==> config.mk <==
export PLATFORM = sky130hd
export DESIGN_NAME = apb_master_n
export DESIGN_NICKNAME = d
export VERILOG_FILES = /design/src/rtl/apb_master_n.sv
export SDC_FILE = /design/constraint.sdc
export NUM_CORES = 1
export LEC_CHECK = 0
export ABC_AREA = 1
export BUFFER_PORTS_ARGS = -buffer_cell sky130_fd_sc_hd__buf_4
export CORE_AREA = 2 2 122 124
export DETAILED_ROUTE_END_ITERATION = 10
export DIE_AREA = 0 0 124 126
export PLACE_DENSITY = 0.83
export SETUP_SLACK_MARGIN = 0.02
export SLEW_MARGIN = 20
export SYNTH_ARGS = -nofsm -noshare
export SYNTH_HDL_FRONTEND = slang
export SYNTH_SLANG_ARGS = --single-unit
==> constraint.sdc <==
create_clock -name PCLK -period 4.55 [get_ports PCLK]
set_clock_uncertainty 0.05 [all_clocks]
set_input_delay 0.2275 -clock PCLK [delete_from_list [all_inputs] [get_ports PCLK]]
set_output_delay 0.2275 -clock PCLK [all_outputs]
set_load 0.01 [all_outputs]
==> src/rtl/apb_master_n.sv <==
`default_nettype none
// ============================================================================
//  Module      : apb_master_n
//  Description : APB master bridging a simple request/response port onto
//                NUM_SLV address-decoded APB slaves. Each slave owns a
//                2^SLV_AW byte window. The master has an ACCESS-phase timeout
//                and reports a decode miss as an error completion.
//  Revision    : 1.0 - initial release
// ============================================================================
module apb_master_n #(
    parameter int                ADDR_W    = 32,
    parameter int                DATA_W    = 32,
    parameter int                NUM_SLV   = 4,
    parameter int                SLV_AW    = 12,
    parameter logic [ADDR_W-1:0] BASE_ADDR = 32'h1000_0000,
    parameter int                TIMEOUT   = 16
) (
    input  logic                      PCLK,
    input  logic                      PRESET,
    // request side
    input  logic                      transfer,
    input  logic                      write,
    input  logic [ADDR_W-1:0]         addr,
    input  logic [DATA_W-1:0]         wdata,
    input  logic [DATA_W/8-1:0]       wstrb,
    // response side
    output logic                      ready,
    output logic [DATA_W-1:0]         rdata,
    output logic                      err,
    output logic                      busy,
    // APB master outputs
    output logic [ADDR_W-1:0]         PADDR,
    output logic [DATA_W-1:0]         PWDATA,
    output logic [DATA_W/8-1:0]       PSTRB,
    output logic                      PWRITE,
    output logic                      PENABLE,
    output logic [NUM_SLV-1:0]        PSEL,
    // APB slave returns
    input  logic [NUM_SLV*DATA_W-1:0] PRDATA,
    input  logic [NUM_SLV-1:0]        PREADY,
    input  logic [NUM_SLV-1:0]        PSLVERR
);

    localparam int                 c_IDX_W   = $clog2(NUM_SLV);
    localparam int                 c_DEC_LO  = SLV_AW + c_IDX_W;
    localparam logic [7:0]         c_TO_LAST = 8'(TIMEOUT - 1);
    localparam logic [NUM_SLV-1:0] c_ONE     = {{(NUM_SLV-1){1'b0}}, 1'b1};

    typedef enum logic [1:0] {
        S_IDLE   = 2'd0,
        S_SETUP  = 2'd1,
        S_ACCESS = 2'd2
    } state_t;

    state_t               r_state;
    logic                 r_hit;
    logic [c_IDX_W-1:0]   r_idx;
    logic [7:0]           r_tcnt;

    logic                 w_hit;
    logic [c_IDX_W-1:0]   w_idx;
    logic                 w_pready;
    logic                 w_pslverr;
    logic [DATA_W-1:0]    w_prdata;

    // Region decode on the incoming request; only used when it is latched.
    assign w_hit = (addr[ADDR_W-1:c_DEC_LO] == BASE_ADDR[ADDR_W-1:c_DEC_LO]);
    assign w_idx = addr[SLV_AW +: c_IDX_W];

    // Select the returns of the addressed slave; all other slaves are ignored.
    always_comb begin
        w_pready  = 1'b0;
        w_pslverr = 1'b0;
        w_prdata  = '0;
        for (int i = 0; i < NUM_SLV; i++) begin
            if (r_idx == i[c_IDX_W-1:0]) begin
                w_pready  = PREADY[i];
                w_pslverr = PSLVERR[i];
                w_prdata  = PRDATA[i*DATA_W +: DATA_W];
            end
        end
    end

    // Transfer FSM with all bus and response outputs registered.
    always_ff @(posedge PCLK) begin
        if (PRESET) begin
            r_state <= S_IDLE;
            r_hit   <= 1'b0;
            r_idx   <= '0;
            r_tcnt  <= '0;
            ready   <= 1'b0;
            rdata   <= '0;
            err     <= 1'b0;
            busy    <= 1'b0;
            PADDR   <= '0;
            PWDATA  <= '0;
            PSTRB   <= '0;
            PWRITE  <= 1'b0;
            PENABLE <= 1'b0;
            PSEL    <= '0;
        end else begin
            ready <= 1'b0;
            case (r_state)
                S_IDLE: begin
                    if (transfer) begin
                        PADDR   <= addr;
                        PWRITE  <= write;
                        // reads drive zero data and zero strobes
                        PWDATA  <= write ? wdata : '0;
                        PSTRB   <= write ? wstrb : '0;
                        r_hit   <= w_hit;
                        r_idx   <= w_idx;
                        PSEL    <= w_hit ? (c_ONE << w_idx) : '0;
                        busy    <= 1'b1;
                        r_state <= S_SETUP;
                    end
                end
                S_SETUP: begin
                    if (r_hit) begin
                        PENABLE <= 1'b1;
                        r_tcnt  <= '0;
                        r_state <= S_ACCESS;
                    end else begin
                        // nothing decoded: finish immediately with an error
                        ready   <= 1'b1;
                        err     <= 1'b1;
                        rdata   <= '0;
                        busy    <= 1'b0;
                        r_state <= S_IDLE;
                    end
                end
                S_ACCESS: begin
                    if (w_pready) begin
                        ready   <= 1'b1;
                        err     <= w_pslverr;
                        rdata   <= PWRITE ? '0 : w_prdata;
                        PSEL    <= '0;
                        PENABLE <= 1'b0;
                        busy    <= 1'b0;
                        r_state <= S_IDLE;
                    end else if (r_tcnt == c_TO_LAST) begin
                        // slave never answered within the allowed window
                        ready   <= 1'b1;
                        err     <= 1'b1;
                        rdata   <= '0;
                        PSEL    <= '0;
                        PENABLE <= 1'b0;
                        busy    <= 1'b0;
                        r_state <= S_IDLE;
                    end else begin
                        r_tcnt <= r_tcnt + 8'd1;
                    end
                end
                default: r_state <= S_IDLE;
            endcase
        end
    end

endmodule
`default_nettype wire

==> flow_summary.yaml <==
worst_setup_path:
  start_kind: "flip-flop"
  worst_r2r_path_depth: 9
  path_common_cell: "nor2_1"
  regToRegEndpoint: "rdata[27]"
  path_class: "flip-flop to flip-flop"
  cp-endpoint: "rdata[27]"
  worstSetupPathDepth: 9
  critical-path-top-delay-family: "simple AND/OR/NAND/NOR gates"
  worst_ep_required_time_ps: 4790
  r2r-start: "PADDR[12]"
  path_max_fanout: 41
  cp_cell_sequence: "buf_4 -> nor2_4 -> nand2_1 -> nand3_2 -> nand4_4 -> nand2_2 -> inv_2 -> nor2_1 -> nor2_1"
  cpMaxStageDelayCell: "nand2_2"
  slowest_delay_ps: 690
  critPathCaptureType: "flip-flop"
  worst_ep_arrival_time_ps: 3420
  r2r_slack_ps: 1370
  cp_num_buf_inv: 2
  setup.worst_path.start: "PADDR[12]"
clocking:
  clk_pin_slew_ps: 60
  hold_buffers: 0
  cts_resized: 0
  postCtsSetupBuffers: 0
  cts_buffers: 17
  root_buffer: "clkbuf_16"
  cts_buffer_depth: 2
  htreeDepth: 4
  tritoncts: "done"
  clock_latency_ps: 420
  clock_sinks: 120
detailed_routing:
  drt_iter0_drc: 379
  route.vias.total: 7142
  postRouteAntennaNets: 0
  drc_errors: 0
  drt-total-wl_mm: 21.1
  routed_via_density: 4.95
  wl_per_cell_um: 14.6
  firstDrtPassIters: 5
grt:
  grt_pass1_vias: 6595
  antenna_found_initial: 0
  overflow: 0
  grt_max_degree: 73
  track_usage: 0.263
  grt_pass1_wl_mm: 32.0
power:
  p_seq_frac: 0.370
  intPower_w: 0.00228
  peakVddDrop_uv: 296
  p_comb_frac: 0.208
  switching_share: 0.276
  cellPowerDensity_mw_per_mm2: 348
  p_clk_frac: 0.422
  p_total_w: 0.00315
  leakage_nw: 4.40
  switching_power_w: 0.000869
job:
  cap_violations: 0
timing:
  fmax_mhz: 315
  fin_crit_ps: 3180
  hold_ws_ps: 11.1
  fin_crit_sh: 0.698
  slew_viol_final: 0
  tns_ps: 0
  grt_setup_unrepaired: "false"
  hold_viol_final: 0
  finalSetupViolCount: 0
  max-slew-margin-rel: 0.235
  worst_slew_pin_slew_ps: 1150
final_layout:
  drive_gt1_frac: 0.300
  num-fill-cells: 1298
  final_common_cell: "buf_4"
  insertedDiodeCount: 0
  nNetsFinal: 1458
  synthToLayoutAreaGrowth_pct: 48.6
  layout_common_cells: "buf_4, nor2_1, nand2_1"
floorplan:
  die_w_um: 124
  rows: 44
  core_area_mm2: 0.0143
  die_y_um: 126
  ios: 317
  start_util: 0.426
  dieArea_mm2: 0.0156
yosys:
  synth_edf_count: 0
  ys_warn_count: 0
  async_flop_share: 0
  synth_fp_nets: 1177
  synth_area_leaders: "dfxtp_1, nor2_1, nand2_1"
  synth_top_area_cell: "dfxtp_1"
  synth-seq-area-share: 0.394
  synth_seq_cells: 120
  syn_area_mm2: 0.00610
  syn-instance-count: 964
  synth_cell_types: 33
  syn_avg_cell_area_um2: 6.32
  synth_ff_type: "dfxtp_1"
  yosysTopAreaCellShare: 0.394
place:
  hpwlAfterDp_mm: 15.5
  io_buffers: 316
  gp_congestion: 0.886
hold_path:
  hold_path.class: "input pin to flip-flop"
status:
  status: "completed"
-- through the flow --
stage / cells / cell area (µm²) / worst slack [ps] / util
2_1_floorplan: 964 / 6100 / 2850 / -
3_3_place_gp: 1410 / 8460 / 1480 / 0.591
3_5_place_dp: 1410 / 8460 / 1390 / 0.591
4_1_cts: 1442 / 9060 / 1380 / 0.633
5_1_grt: 1442 / 9060 / 1070 / 0.633
6_report: 1442 / 9060 / 1370 / 0.633
-- synth_stat cells (6+ instances only) --
cell type,number
or2_2,9
o211ai_1,9
buf_4,6
nand3_1,66
dfxtp_1,120
inv_1,56
nor2_1,238
o21ai_0,64
clkbuf_1,35
a21oi_1,54
nand2_1,236
nand4_1,17
buf_2,16
-- flip-flops by register name, indices dropped and copies added, names as in the netlist, 2 cells and up --
name	count
r_tcnt	8
PADDR	32
PSTRB	4
PWDATA	32
rdata	32
PSEL	4
r_state	2
-- per-layer routing --
metal | vias up | part of all wire | track usage
met5 | - | 0 | 0
met4 | 0 | 0.033 | 0.118
met3 | 45 | 0.11 | 0.108
met2 | 304 | 0.49 | 0.455
met1 | 3176 | 0.37 | 0.277
li1 | 3617 | - | -
-- layout make-up --
cell class | instances | area, µm² | share of cell area
Inverter | 63 | 240 | 0.0265
Multi-Input combinational cell | 721 | 3180 | 0.351
Clock buffer | 22 | 474 | 0.0523
Clock inverter | 10 | 120 | 0.0133
Timing Repair Buffer | 322 | 2420 | 0.267
Sequential cell | 120 | 2400 | 0.265
Tap cell | 184 | 230 | 0.0254
-- cells by family after synthesis --
logic type,share of synthesized area
simple gates,0.396
flops,0.394
buf+inv,0.0856
compound gates,0.113
xor+xnor,0.00144
fa+ha+maj,0.0103
-- worst min path at each step --
| stage | startpoint | endpoint | slack (ps) | cells past startpoint |
|---|---|---|---|---|
| floorplan | wstrb[0] | PSTRB[0] | 320 | 2 |
| global placement | PWDATA[6] | PWDATA[6] | 400 | 2 |
| detailed placement | PSTRB[0] | PSTRB[0] | 410 | 2 |
| CTS | addr[5] | PADDR[5] | 3 | 3 |
| global route | addr[10] | PADDR[10] | 10 | 3 |
| finish | addr[5] | PADDR[5] | 10 | 3 |
-- power by group through the flow --
stage               combinational (W)  sequential (W)  clock, W
finish                       0.000656         0.00117   0.00133
global route                 0.000726         0.00117   0.00140
CTS                          0.000658         0.00117   0.00135
detailed placement           0.000655         0.00119         0
global placement             0.000645         0.00119         0
floorplan                    0.000304         0.00121         0
-- worst reg2reg max path, stage by stage, from the launching register on --
cell     delay, ps
dfxtp_1        300
buf_4          250
nor2_4         650
nand2_1        140
nand3_2        180
nand4_4        300
nand2_2        690
inv_2          260
nor2_1         170
nor2_1          70
Power figures use the tool's default switching activity.
